==> src/rtl/core_pkg.sv <==
// rtl/core_pkg.sv - shared state encoding, inst bus field map and status bit indices for core_seq
package core_pkg;

    typedef enum logic [2:0] {
        S_IDLE,
        S_W_RD,
        S_W_LOAD,
        S_W_GAP,
        S_A_RD,
        S_EXEC,
        S_DRAIN,
        S_FIN
    } state_t;

    localparam int INST_W     = 34;
    localparam int B_ACC      = 33;
    localparam int B_CEN_P    = 32;
    localparam int B_WEN_P    = 31;
    localparam int B_AP_HI    = 30;
    localparam int B_AP_LO    = 20;
    localparam int B_CEN_X    = 19;
    localparam int B_WEN_X    = 18;
    localparam int B_AX_HI    = 17;
    localparam int B_AX_LO    = 7;
    localparam int B_OFIFO_RD = 6;
    localparam int B_IFIFO_WR = 5;
    localparam int B_IFIFO_RD = 4;
    localparam int B_L0_RD    = 3;
    localparam int B_L0_WR    = 2;
    localparam int B_EXEC     = 1;
    localparam int B_LOAD     = 0;

    // Both SRAMs deselected, every other field low.
    localparam logic [INST_W-1:0] INST_IDLE = 34'h1_800C_0000;

    localparam int ST_OFIFO_VALID = 4;
    localparam int ST_OFIFO_READY = 3;
    localparam int ST_OFIFO_FULL  = 2;
    localparam int ST_L0_FULL     = 1;
    localparam int ST_L0_READY    = 0;

endpackage

==> src/rtl/core_seq_rd_issuer.sv <==
// rtl/core_seq_rd_issuer.sv - stall-aware xmem read issuer with one-cycle-delayed l0_wr
module seq_rd_issuer #(
    parameter int addr_bw = 11
) (
    input  logic               clk,
    input  logic               reset,
    input  logic               i_en,
    input  logic               i_stall,
    input  logic [addr_bw-1:0] i_base,
    input  logic [addr_bw-1:0] i_len,
    output logic               o_issue,
    output logic               o_last,
    output logic [addr_bw-1:0] o_addr,
    output logic               o_l0_wr
);

    localparam logic [addr_bw-1:0] ONE = addr_bw'(1);

    logic [addr_bw-1:0] r_cnt;
    logic               r_l0_wr;

    assign o_issue = i_en && !i_stall;
    assign o_last  = o_issue && (r_cnt == i_len - ONE);
    assign o_addr  = i_base + r_cnt;
    assign o_l0_wr = r_l0_wr;

    // Counter self-clears on the final read so the next burst starts at 0.
    always_ff @(posedge clk or negedge reset) begin
        if (!reset) begin
            r_cnt   <= '0;
            r_l0_wr <= 1'b0;
        end else begin
            r_l0_wr <= o_issue;
            if (o_issue) r_cnt <= o_last ? '0 : r_cnt + ONE;
        end
    end

endmodule

==> src/rtl/core_seq.sv <==
// rtl/core_seq.sv - weight-stationary tile sequencer driving the core inst bus
module core_seq
    import core_pkg::*;
#(
    parameter int col      = 8,
    parameter int row      = 8,
    parameter int addr_bw  = 11,
    parameter int l0_depth = 64
) (
    input  logic               clk,
    input  logic               reset,
    input  logic               start,
    input  logic [addr_bw-1:0] w_base,
    input  logic [addr_bw-1:0] a_base,
    input  logic [addr_bw-1:0] a_len,
    input  logic [addr_bw-1:0] p_base,
    input  logic [4:0]         l0_ofifo_valid,
    output logic [33:0]        inst,
    output logic               busy,
    output logic               done
);

    localparam int G_W = (row > 1) ? $clog2(row) : 1;
    localparam logic [addr_bw-1:0] ONE     = addr_bw'(1);
    localparam logic [addr_bw-1:0] COL_LEN = addr_bw'(col);
    localparam logic [addr_bw-1:0] COL_M1  = addr_bw'(col - 1);
    localparam logic [G_W-1:0]     ROW_M1  = G_W'(row - 1);
    localparam logic [G_W-1:0]     G_ONE   = G_W'(1);
    localparam logic [addr_bw:0]   L0_CAP  = (addr_bw + 1)'(l0_depth);

    state_t             r_state, w_next;
    logic [addr_bw-1:0] r_w_base, r_a_base, r_a_len, r_p_base;
    logic [addr_bw-1:0] r_lcnt, r_rcnt, r_pcnt;
    logic [G_W-1:0]     r_gcnt;
    logic               r_pend;
    logic [33:0]        r_inst, w_inst;

    logic               w_rd_en, w_issue, w_rd_last, w_l0_wr;
    logic [addr_bw-1:0] w_rd_base, w_rd_len, w_rd_addr;
    logic               w_load_end, w_exec_end, w_gap_end;
    logic               w_ofrd, w_pw, w_drain_end;
    logic               w_unused;

    assign w_unused = ^{l0_ofifo_valid[ST_OFIFO_READY], l0_ofifo_valid[ST_OFIFO_FULL],
                        l0_ofifo_valid[ST_L0_READY], L0_CAP};

    assign w_rd_en   = (r_state == S_W_RD) || (r_state == S_A_RD);
    assign w_rd_base = (r_state == S_A_RD) ? r_a_base : r_w_base;
    assign w_rd_len  = (r_state == S_A_RD) ? r_a_len  : COL_LEN;

    seq_rd_issuer #(.addr_bw(addr_bw)) u_rd_issuer (
        .clk     (clk),
        .reset   (reset),
        .i_en    (w_rd_en),
        .i_stall (l0_ofifo_valid[ST_L0_FULL]),
        .i_base  (w_rd_base),
        .i_len   (w_rd_len),
        .o_issue (w_issue),
        .o_last  (w_rd_last),
        .o_addr  (w_rd_addr),
        .o_l0_wr (w_l0_wr)
    );

    assign w_load_end  = (r_state == S_W_LOAD) && (r_lcnt == COL_M1);
    assign w_exec_end  = (r_state == S_EXEC) && (r_lcnt == r_a_len - ONE);
    assign w_gap_end   = (r_state == S_W_GAP) && (r_gcnt == ROW_M1);
    // r_pend marks an ofifo pop from the previous cycle whose data is written now.
    assign w_ofrd      = (r_state == S_DRAIN) && l0_ofifo_valid[ST_OFIFO_VALID] && (r_rcnt != r_a_len);
    assign w_pw        = (r_state == S_DRAIN) && r_pend;
    assign w_drain_end = w_pw && (r_pcnt == r_a_len - ONE);

    always_ff @(posedge clk or negedge reset) begin
        if (!reset) r_state <= S_IDLE;
        else        r_state <= w_next;
    end

    always_comb begin
        w_next = r_state;
        case (r_state)
            S_IDLE:   if (start) w_next = S_W_RD;
            S_W_RD:   if (w_rd_last) w_next = S_W_LOAD;
            S_W_LOAD: if (w_load_end) w_next = S_W_GAP;
            S_W_GAP:  if (w_gap_end) w_next = (r_a_len == '0) ? S_FIN : S_A_RD;
            S_A_RD:   if (w_rd_last) w_next = S_EXEC;
            S_EXEC:   if (w_exec_end) w_next = S_DRAIN;
            S_DRAIN:  if (w_drain_end) w_next = S_FIN;
            S_FIN:    w_next = S_IDLE;
            default:  w_next = S_IDLE;
        endcase
    end

    always_ff @(posedge clk or negedge reset) begin
        if (!reset) begin
            r_w_base <= '0;
            r_a_base <= '0;
            r_a_len  <= '0;
            r_p_base <= '0;
            r_lcnt   <= '0;
            r_gcnt   <= '0;
            r_rcnt   <= '0;
            r_pcnt   <= '0;
            r_pend   <= 1'b0;
        end else begin
            if ((r_state == S_IDLE) && start) begin
                r_w_base <= w_base;
                r_a_base <= a_base;
                r_a_len  <= a_len;
                r_p_base <= p_base;
            end
            if ((r_state == S_W_LOAD) || (r_state == S_EXEC))
                r_lcnt <= (w_load_end || w_exec_end) ? '0 : r_lcnt + ONE;
            if (r_state == S_W_GAP)
                r_gcnt <= w_gap_end ? '0 : r_gcnt + G_ONE;
            r_pend <= w_ofrd;
            if (r_state == S_FIN) begin
                r_rcnt <= '0;
                r_pcnt <= '0;
            end else begin
                if (w_ofrd) r_rcnt <= r_rcnt + ONE;
                if (w_pw)   r_pcnt <= r_pcnt + ONE;
            end
        end
    end

    always_comb begin
        w_inst          = INST_IDLE;
        w_inst[B_L0_WR] = w_l0_wr;
        case (r_state)
            S_W_RD, S_A_RD: begin
                w_inst[B_CEN_X]         = !w_issue;
                w_inst[B_AX_HI:B_AX_LO] = w_rd_addr;
            end
            S_W_LOAD: begin
                w_inst[B_L0_RD] = 1'b1;
                w_inst[B_LOAD]  = 1'b1;
            end
            S_EXEC: begin
                w_inst[B_L0_RD] = 1'b1;
                w_inst[B_EXEC]  = 1'b1;
            end
            S_DRAIN: begin
                w_inst[B_OFIFO_RD] = w_ofrd;
                if (w_pw) begin
                    w_inst[B_CEN_P]         = 1'b0;
                    w_inst[B_WEN_P]         = 1'b0;
                    w_inst[B_AP_HI:B_AP_LO] = r_p_base + r_pcnt;
                end
            end
            default: ;
        endcase
    end

    always_ff @(posedge clk or negedge reset) begin
        if (!reset) r_inst <= INST_IDLE;
        else        r_inst <= w_inst;
    end

    assign inst = r_inst;
    assign busy = (r_state != S_IDLE);
    assign done = (r_state == S_FIN);

endmodule

==> config.mk <==
export PLATFORM = sky130hd
export DESIGN_NAME = core_seq
export DESIGN_NICKNAME = d
export VERILOG_FILES = /design/src/rtl/core_pkg.sv /design/src/rtl/core_seq_rd_issuer.sv /design/src/rtl/core_seq.sv
export SDC_FILE = /design/constraint.sdc
export NUM_CORES = 1
export LEC_CHECK = 0
export BUFFER_PORTS_ARGS = -buffer_cell sky130_fd_sc_hd__buf_2
export CAP_MARGIN = 20
export CORE_MARGIN = 1.5
export CORE_UTILIZATION = 37
export CTS_CLUSTER_SIZE = 10
export DETAILED_ROUTE_END_ITERATION = 6
export PLACE_DENSITY = 0.66
export SYNTH_ARGS = -nofsm -noshare
export SYNTH_HDL_FRONTEND = slang
export SYNTH_SLANG_ARGS = --single-unit
==> constraint.sdc <==
create_clock -name clk -period 4.15 [get_ports clk]
set_clock_uncertainty 0.1 [all_clocks]
set_input_delay 0.6225 -clock clk [delete_from_list [all_inputs] [get_ports clk]]
set_output_delay 0.6225 -clock clk [all_outputs]
set_load 0.1 [all_outputs]
Yosys cells after proc, flatten, opt, wreduce, memory -nomap -nowiden:

Cells that the tools add are included.

* add/sub/neg operators: 9
* mux-type cells: 26
* reductions and logical operators: 23
* eq/ne operators: 20

Operator list (number)
* two-way mux 11 bit: 9
* adder 11 x 1 -> 11 bit, second input constant: 4
* == test 11 bit: 3
* two-way mux 13 bit: 2
* two-way mux 3 bit: 8
* case mux 3 bit (8 select lines): 1
* adder 11 bit: 2
* subtractor 11 x 1 -> 11 bit, second input constant: 2
* == test 3 bit, second input constant: 5
* == test 11 x 3 -> 1 bit, second input constant: 1
* zero test 11 bit: 1
* inequality test 11 bit: 1
* logical AND 1 bit: 10
* inequality test 2 bit, second input constant: 5
* AND reduction 7 bit: 1
* == test 3 x 2 -> 1 bit, second input constant: 2
* two-way mux 1 bit: 5
* inequality test 2 x 1 -> 1 bit, second input constant: 2
* nonzero test 2 bit: 2
* OR reduction 2 bit: 2
* adder 3 x 1 -> 3 bit, second input constant: 1
* == test 3 x 1 -> 1 bit, second input constant: 1
* zero test 3 bit: 1
* logical OR 1 bit: 3
* other kinds (3): 4

* word-level logic and storage cells: 91
* bits in registers: 126
* bits of input ports: 52
* output and inout port bits: 36

Longest topological paths before layout:

* depth in word-level cells: 7
* gate-level depth with buffers: 17
* depth with buffers taken out: 14

By module:

A second synthesis with hierarchy kept.

* cells, all modules: 753
* area total of the unflattened synthesis: 7601.0 sq um

Modules (own cells, without submodules)
* core_seq: area each 6084.6 sq um, sequential area each 2830.2 sq um, cells each 580, instances 1
* seq_rd_issuer: area each 1516.5 sq um, sequential area each 300.3 sq um, cells each 173, instances 1

Worst setup path after synthesis:

Ideal clock, no wire load.

* path kind: reg2reg
* from: register r_state[1]
* to: register u_rd_issuer.r_cnt[1]
* path slack: 0.741 ns
* data arrival time: 3.187 ns
* clock period less this slack: 3.409 ns
* data required time: 3.928 ns
* setup time: 0.122 ns
* cell stages (with the launch flop): 15
* path buffers: 3
* cell sequence: dfrtp_1 -> clkbuf_1 -> nor3b_2 -> clkbuf_1 -> nand2_1 -> ha_1 -> or3b_1 -> nor4_1 -> o21ai_0 -> xor2_1 -> o311ai_0 -> a2111oi_4 -> buf_6 -> nand3b_1 -> o21ai_1

* word-level cells in the longest chain between the ends: 6
* elaborated cells between the ends (all ways): 9
* those cells by class: 1 x add/sub; 3 x eq/ne; 2 x mux; 3 x reduce/logical

RTL lines
* start, declared: RTL line core_seq.sv:31 `state_t r_state, w_next;`
* start signal, assigned: RTL line core_seq.sv:74 `else r_state <= w_next;`
* == test 3 bit: RTL line core_seq.sv:47, core_seq.sv:49
* two-way mux 11 bit: RTL line core_seq.sv:49 `assign w_rd_len = (r_state == S_A_RD) ? r_a_len : COL_LEN;`
* subtractor 11 x 1 -> 11 bit: RTL line core_seq_rd_issuer.sv:23 `assign o_last = o_issue && (r_cnt == i_len - ONE);`
* == test 11 bit: RTL line core_seq_rd_issuer.sv:23
* logical AND 1 bit: RTL line core_seq_rd_issuer.sv:23
* two-way mux 11 bit: RTL line core_seq_rd_issuer.sv:34 `if (o_issue) r_cnt <= o_last ? '0 : r_cnt + ONE;`
* end signal, assigned: RTL line core_seq_rd_issuer.sv:34
* end, declared: RTL line core_seq_rd_issuer.sv:19 `logic [addr_bw-1:0] r_cnt;`

Several ways; a longest one is shown, not always the timed one.
A chain may end at the register's enable or synchronous reset.

Final worst setup path:

* from: register r_state[1]
* to: register r_inst[17] (netlist: inst[17])

* word-level cells in the longest chain between the ends: 4
* elaborated cells between the ends (all ways): 6
* those cells by class: 1 x add/sub; 2 x eq/ne; 2 x mux; 1 x reduce/logical

RTL lines
* == test 3 bit: RTL line core_seq.sv:48, core_seq.sv:128
* two-way mux 11 bit: RTL line core_seq.sv:48 `assign w_rd_base = (r_state == S_A_RD) ? r_a_base : r_w_base;`
* adder 11 bit: RTL line core_seq_rd_issuer.sv:24 `assign o_addr = i_base + r_cnt;`
* two-way mux 11 bit *: RTL line core_seq.sv:128 `case (r_state)`
* via w_inst[17]: RTL line core_seq.sv:36 `logic [33:0] r_inst, w_inst;`
* end signal, assigned: RTL line core_seq.sv:155 `else r_inst <= w_inst;`
* end, declared: RTL line core_seq.sv:36

The timed path passes the listed nets; every way through them passes the cells marked *.

==> out/metrics.json <==
{
  "status": "finished, final reports clean",
  "irDropWorstVdd_mv": 0.279,
  "clockRootBuffer": "sky130_fd_sc_hd__clkbuf_16",
  "synthXorXnorAreaFrac_pct": 12.7,
  "timing.critical_path.required_ns": 4.37,
  "cts_sinks": 125,
  "crit_path_top_delay_cell": "sky130_fd_sc_hd__nor3b_2",
  "grt_start_max_net_pins": 57,
  "number_of_synthesized_flops_with_an_enable_pin": 0,
  "chipHeight_um": 143,
  "max-clock-path-buffers": 2,
  "synth-compound-area-share_pct": 9.69,
  "gr-total-overflow": 0,
  "hold_viol": 0,
  "worstSkewPairLatency_ns": 0.43,
  "synth.lib_cells_used.distinct": 68,
  "asyncSetResetFlopFracSynth_pct": 100,
  "cells_along_the_critical_path": "nor3b_2 > buf_4 > nand2_1 > nand2_1 > ha_1 > inv_1 > fa_1 > nor2b_1 > o21ai_0 > a21boi_0 > o21ai_0 > a21oi_1 > o211ai_1 > nand3_1 > nor3b_1",
  "gp_routability_congestion": 0.874,
  "flow.area_growth_from_synthesis_pct": 17.2,
  "totalPowerFinal_mw": 6.05,
  "final_net_count": 888,
  "startpoint_types": "flip-flop",
  "synthTopCellsByArea": "sky130_fd_sc_hd__dfrtp_1 42%, sky130_fd_sc_hd__mux2_2 6.2%, sky130_fd_sc_hd__xnor2_1 5.5%, sky130_fd_sc_hd__xor2_1 5.3%, sky130_fd_sc_hd__ha_1 5.0%",
  "grt_first_pass_wirelength_mm": 26.4,
  "vias": 5436,
  "yosysWarningCount": 0,
  "core_area_mm2": 0.0194,
  "diodes": 0,
  "final_min_period_over_clock_period_pct": 88.6,
  "cp-end-kind": "flip-flop",
  "rr_worst_depth": 15,
  "track_usage_pct": 16.6,
  "routed_via_density": 5.02,
  "first_global_vias": 5122,
  "worst-slew-pin-transition_ns": 0.783,
  "ctsResizeCount": 0,
  "timing.final.crit_period_ns": 3.68,
  "yosysMostFrequentCell": "sky130_fd_sc_hd__dfrtp_1",
  "syn_area_per_cell_um2": 9.90,
  "pwr_density_cell_mw_per_mm2": 709,
  "synth_seq_area_share_pct": 43.0,
  "syn_area_mm2": 0.00727,
  "drc": 0,
  "synthMuxAreaShare_pct": 6.95,
  "yosysTopAreaCellShare_pct": 42.3,
  "die_x_um": 143,
  "cp_max_fo": 12,
  "delay_of_the_slowest_cell_on_the_worst_path_ns": 0.54,
  "fin_setup_tns_ns": 0,
  "tritonroute_pass_1_iters": 4,
  "wl_mm": 15.9,
  "synth_top_cells_by_count": "123 x sky130_fd_sc_hd__dfrtp_1, 81 x sky130_fd_sc_hd__nand2_1, 69 x sky130_fd_sc_hd__nor2_1, 46 x sky130_fd_sc_hd__xnor2_1, 44 x sky130_fd_sc_hd__xor2_1",
  "yosys.area_share.adder_pct": 5.54,
  "io-pin-count": 88,
  "max_cap_violations": 0,
  "critPathBufInv": 2,
  "post_route_cells_drive_above_1_share_pct": 21.8,
  "critical_path_arrival_ns": 3.90,
  "synth_top_family_by_area": "simple AND/OR/NAND/NOR gates",
  "synthCells": 735,
  "cp_num_cells": 15,
  "fp.dieArea_mm2": 0.0205,
  "io_buffers": 80,
  "start_util_pct": 37.5,
  "final-setup-viol-count": 0,
  "cell_row_count": 51,
  "cp_top_family": "simple AND/OR/NAND/NOR gates",
  "routed_wire_length_per_instance_um": 14.7,
  "cts.repair_timing.setup_buffer_count": 0,
  "post-synth-top-area-cell": "sky130_fd_sc_hd__dfrtp_1",
  "post_cts_hold_buffer_count": 0,
  "drv_slew": 0,
  "fin_util_pct": 43.9,
  "postSynth.topFlopCell": "sky130_fd_sc_hd__dfrtp_1",
  "timing.fmax_ghz": 0.272,
  "cts_inserted_buffers": 17,
  "post-dp-hpwl_mm": 11.3,
  "htree_levels": 4,
  "clk_pin_slew_worst_paths_ns": 0.06,
  "maxSlewHeadroom_pct": 47.4,
  "grt_antenna_before_repair": 0,
  "power.static_leakage_nw": 3.99,
  "final.hold.worst_slack_ns": 0.105,
  "remaining_antenna_violation_count_after_routing": 0,
  "rsz_0062_raised_after_global_routing": "false",
  "postSynthRegisterBits": 125,
  "crit_type": "reg2reg",
  "timing.hold.worst.class": "in2async",
  "cts_tree": "done",
  "drt_iter0_markers": 295,
  "yosys.area_share.simple_pct": 17.8
}
[kinds of logic (layout without fill, tap and decap cells)]
| group | after synthesis | after routing |
|---|---|---|
| AO/OA/AOI/OAI | 107 | 107 |
| XOR/XNOR | 96 | 96 |
| adder cells (fa/ha/maj) | 31 | 31 |
| buffers and inverters | 68 | 149 |
| flip-flops | 125 | 125 |
| multiplexers | 45 | 45 |
| other | 2 | 4 |
| AND/OR/NAND/NOR | 261 | 261 |
[stage by stage]
step / std cells / setup WS [ns] / instance area [um2]
finish: 1083 / 0.473 / 8530
floorplan: 737 / 0.741 / 7280
global route: 1083 / 0.0869 / 8530
detailed placement: 1051 / 0.576 / 7910
CTS: 1083 / 0.507 / 8530
global placement: 1051 / 0.617 / 7910
[power breakdown]
group          switching, mW  internal (mW)
clock                  0.563          0.980
combinational           1.46           1.02
sequential             0.453           1.58
total                   2.47           3.58
[registers in the layout, summed over array words and instances, names as in the netlist]
register             cells
inst                    29
r_a_base                11
r_a_len                 11
r_gcnt                   3
r_lcnt                  11
r_p_base                11
r_pcnt                  11
r_pend                   1
r_rcnt                  11
r_state                  3
r_w_base                11
u_rd_issuer.o_l0_wr      1
u_rd_issuer.r_cnt       11
[metal layers]
metal,global-route usage (%),vias to the layer above,routed length [um]
li1,-,2676,-
met1,22.0,2629,7440
met2,26.5,116,7590
met3,4.09,15,666
met4,5.53,0,226
met5,0,-,0
[layout make-up]
cell class | count | area [um2]
inverters | 26 | 97.6
clock inverters | 12 | 161
fillers | 1921 | 10900
clock buffers | 20 | 457
repair buffers | 91 | 498
flip-flops and latches | 125 | 3130
well taps | 265 | 332
multi-input cells | 544 | 3850
[final timing paths]
kind	from	to	slack, ns
max in group asynchronous	reset	inst[19]	3.05
setup / recovery	r_state[1]	inst[17]	0.47
hold reg to reg	u_rd_issuer.o_l0_wr	inst[2]	0.25
min in group clk	u_rd_issuer.o_l0_wr	inst[2]	0.25
setup reg to reg	r_state[1]	inst[17]	0.47
hold / removal	reset	inst[11]	0.10
[placed cells by master (no fill, tap or decap), types with 3 or more instances in the layout]
master / count
sky130_fd_sc_hd__a21o_1: 12
sky130_fd_sc_hd__a21oi_1: 27
sky130_fd_sc_hd__a31oi_1: 3
sky130_fd_sc_hd__a41oi_1: 3
sky130_fd_sc_hd__and3_1: 14
sky130_fd_sc_hd__buf_2: 79
sky130_fd_sc_hd__buf_4: 11
sky130_fd_sc_hd__bufinv_16: 3
sky130_fd_sc_hd__clkbuf_16: 17
sky130_fd_sc_hd__clkinv_4: 3
sky130_fd_sc_hd__clkinvlp_4: 3
sky130_fd_sc_hd__conb_1: 4
sky130_fd_sc_hd__dfrtp_1: 123
sky130_fd_sc_hd__ha_1: 29
sky130_fd_sc_hd__inv_1: 25
sky130_fd_sc_hd__mux2_2: 40
sky130_fd_sc_hd__mux2i_1: 4
sky130_fd_sc_hd__nand2_1: 81
sky130_fd_sc_hd__nand2b_1: 6
sky130_fd_sc_hd__nand3_1: 12
sky130_fd_sc_hd__nand3b_1: 3
sky130_fd_sc_hd__nand4_1: 21
sky130_fd_sc_hd__nor2_1: 68
sky130_fd_sc_hd__nor2b_1: 8
sky130_fd_sc_hd__nor3_1: 12
sky130_fd_sc_hd__nor3b_1: 5
sky130_fd_sc_hd__nor4_1: 6
sky130_fd_sc_hd__o211a_1: 4
sky130_fd_sc_hd__o21ai_0: 29
sky130_fd_sc_hd__o22ai_1: 3
sky130_fd_sc_hd__or3_1: 8
sky130_fd_sc_hd__xnor2_1: 46
sky130_fd_sc_hd__xnor3_1: 6
sky130_fd_sc_hd__xor2_1: 44
(Power assumes the default switching activity.)
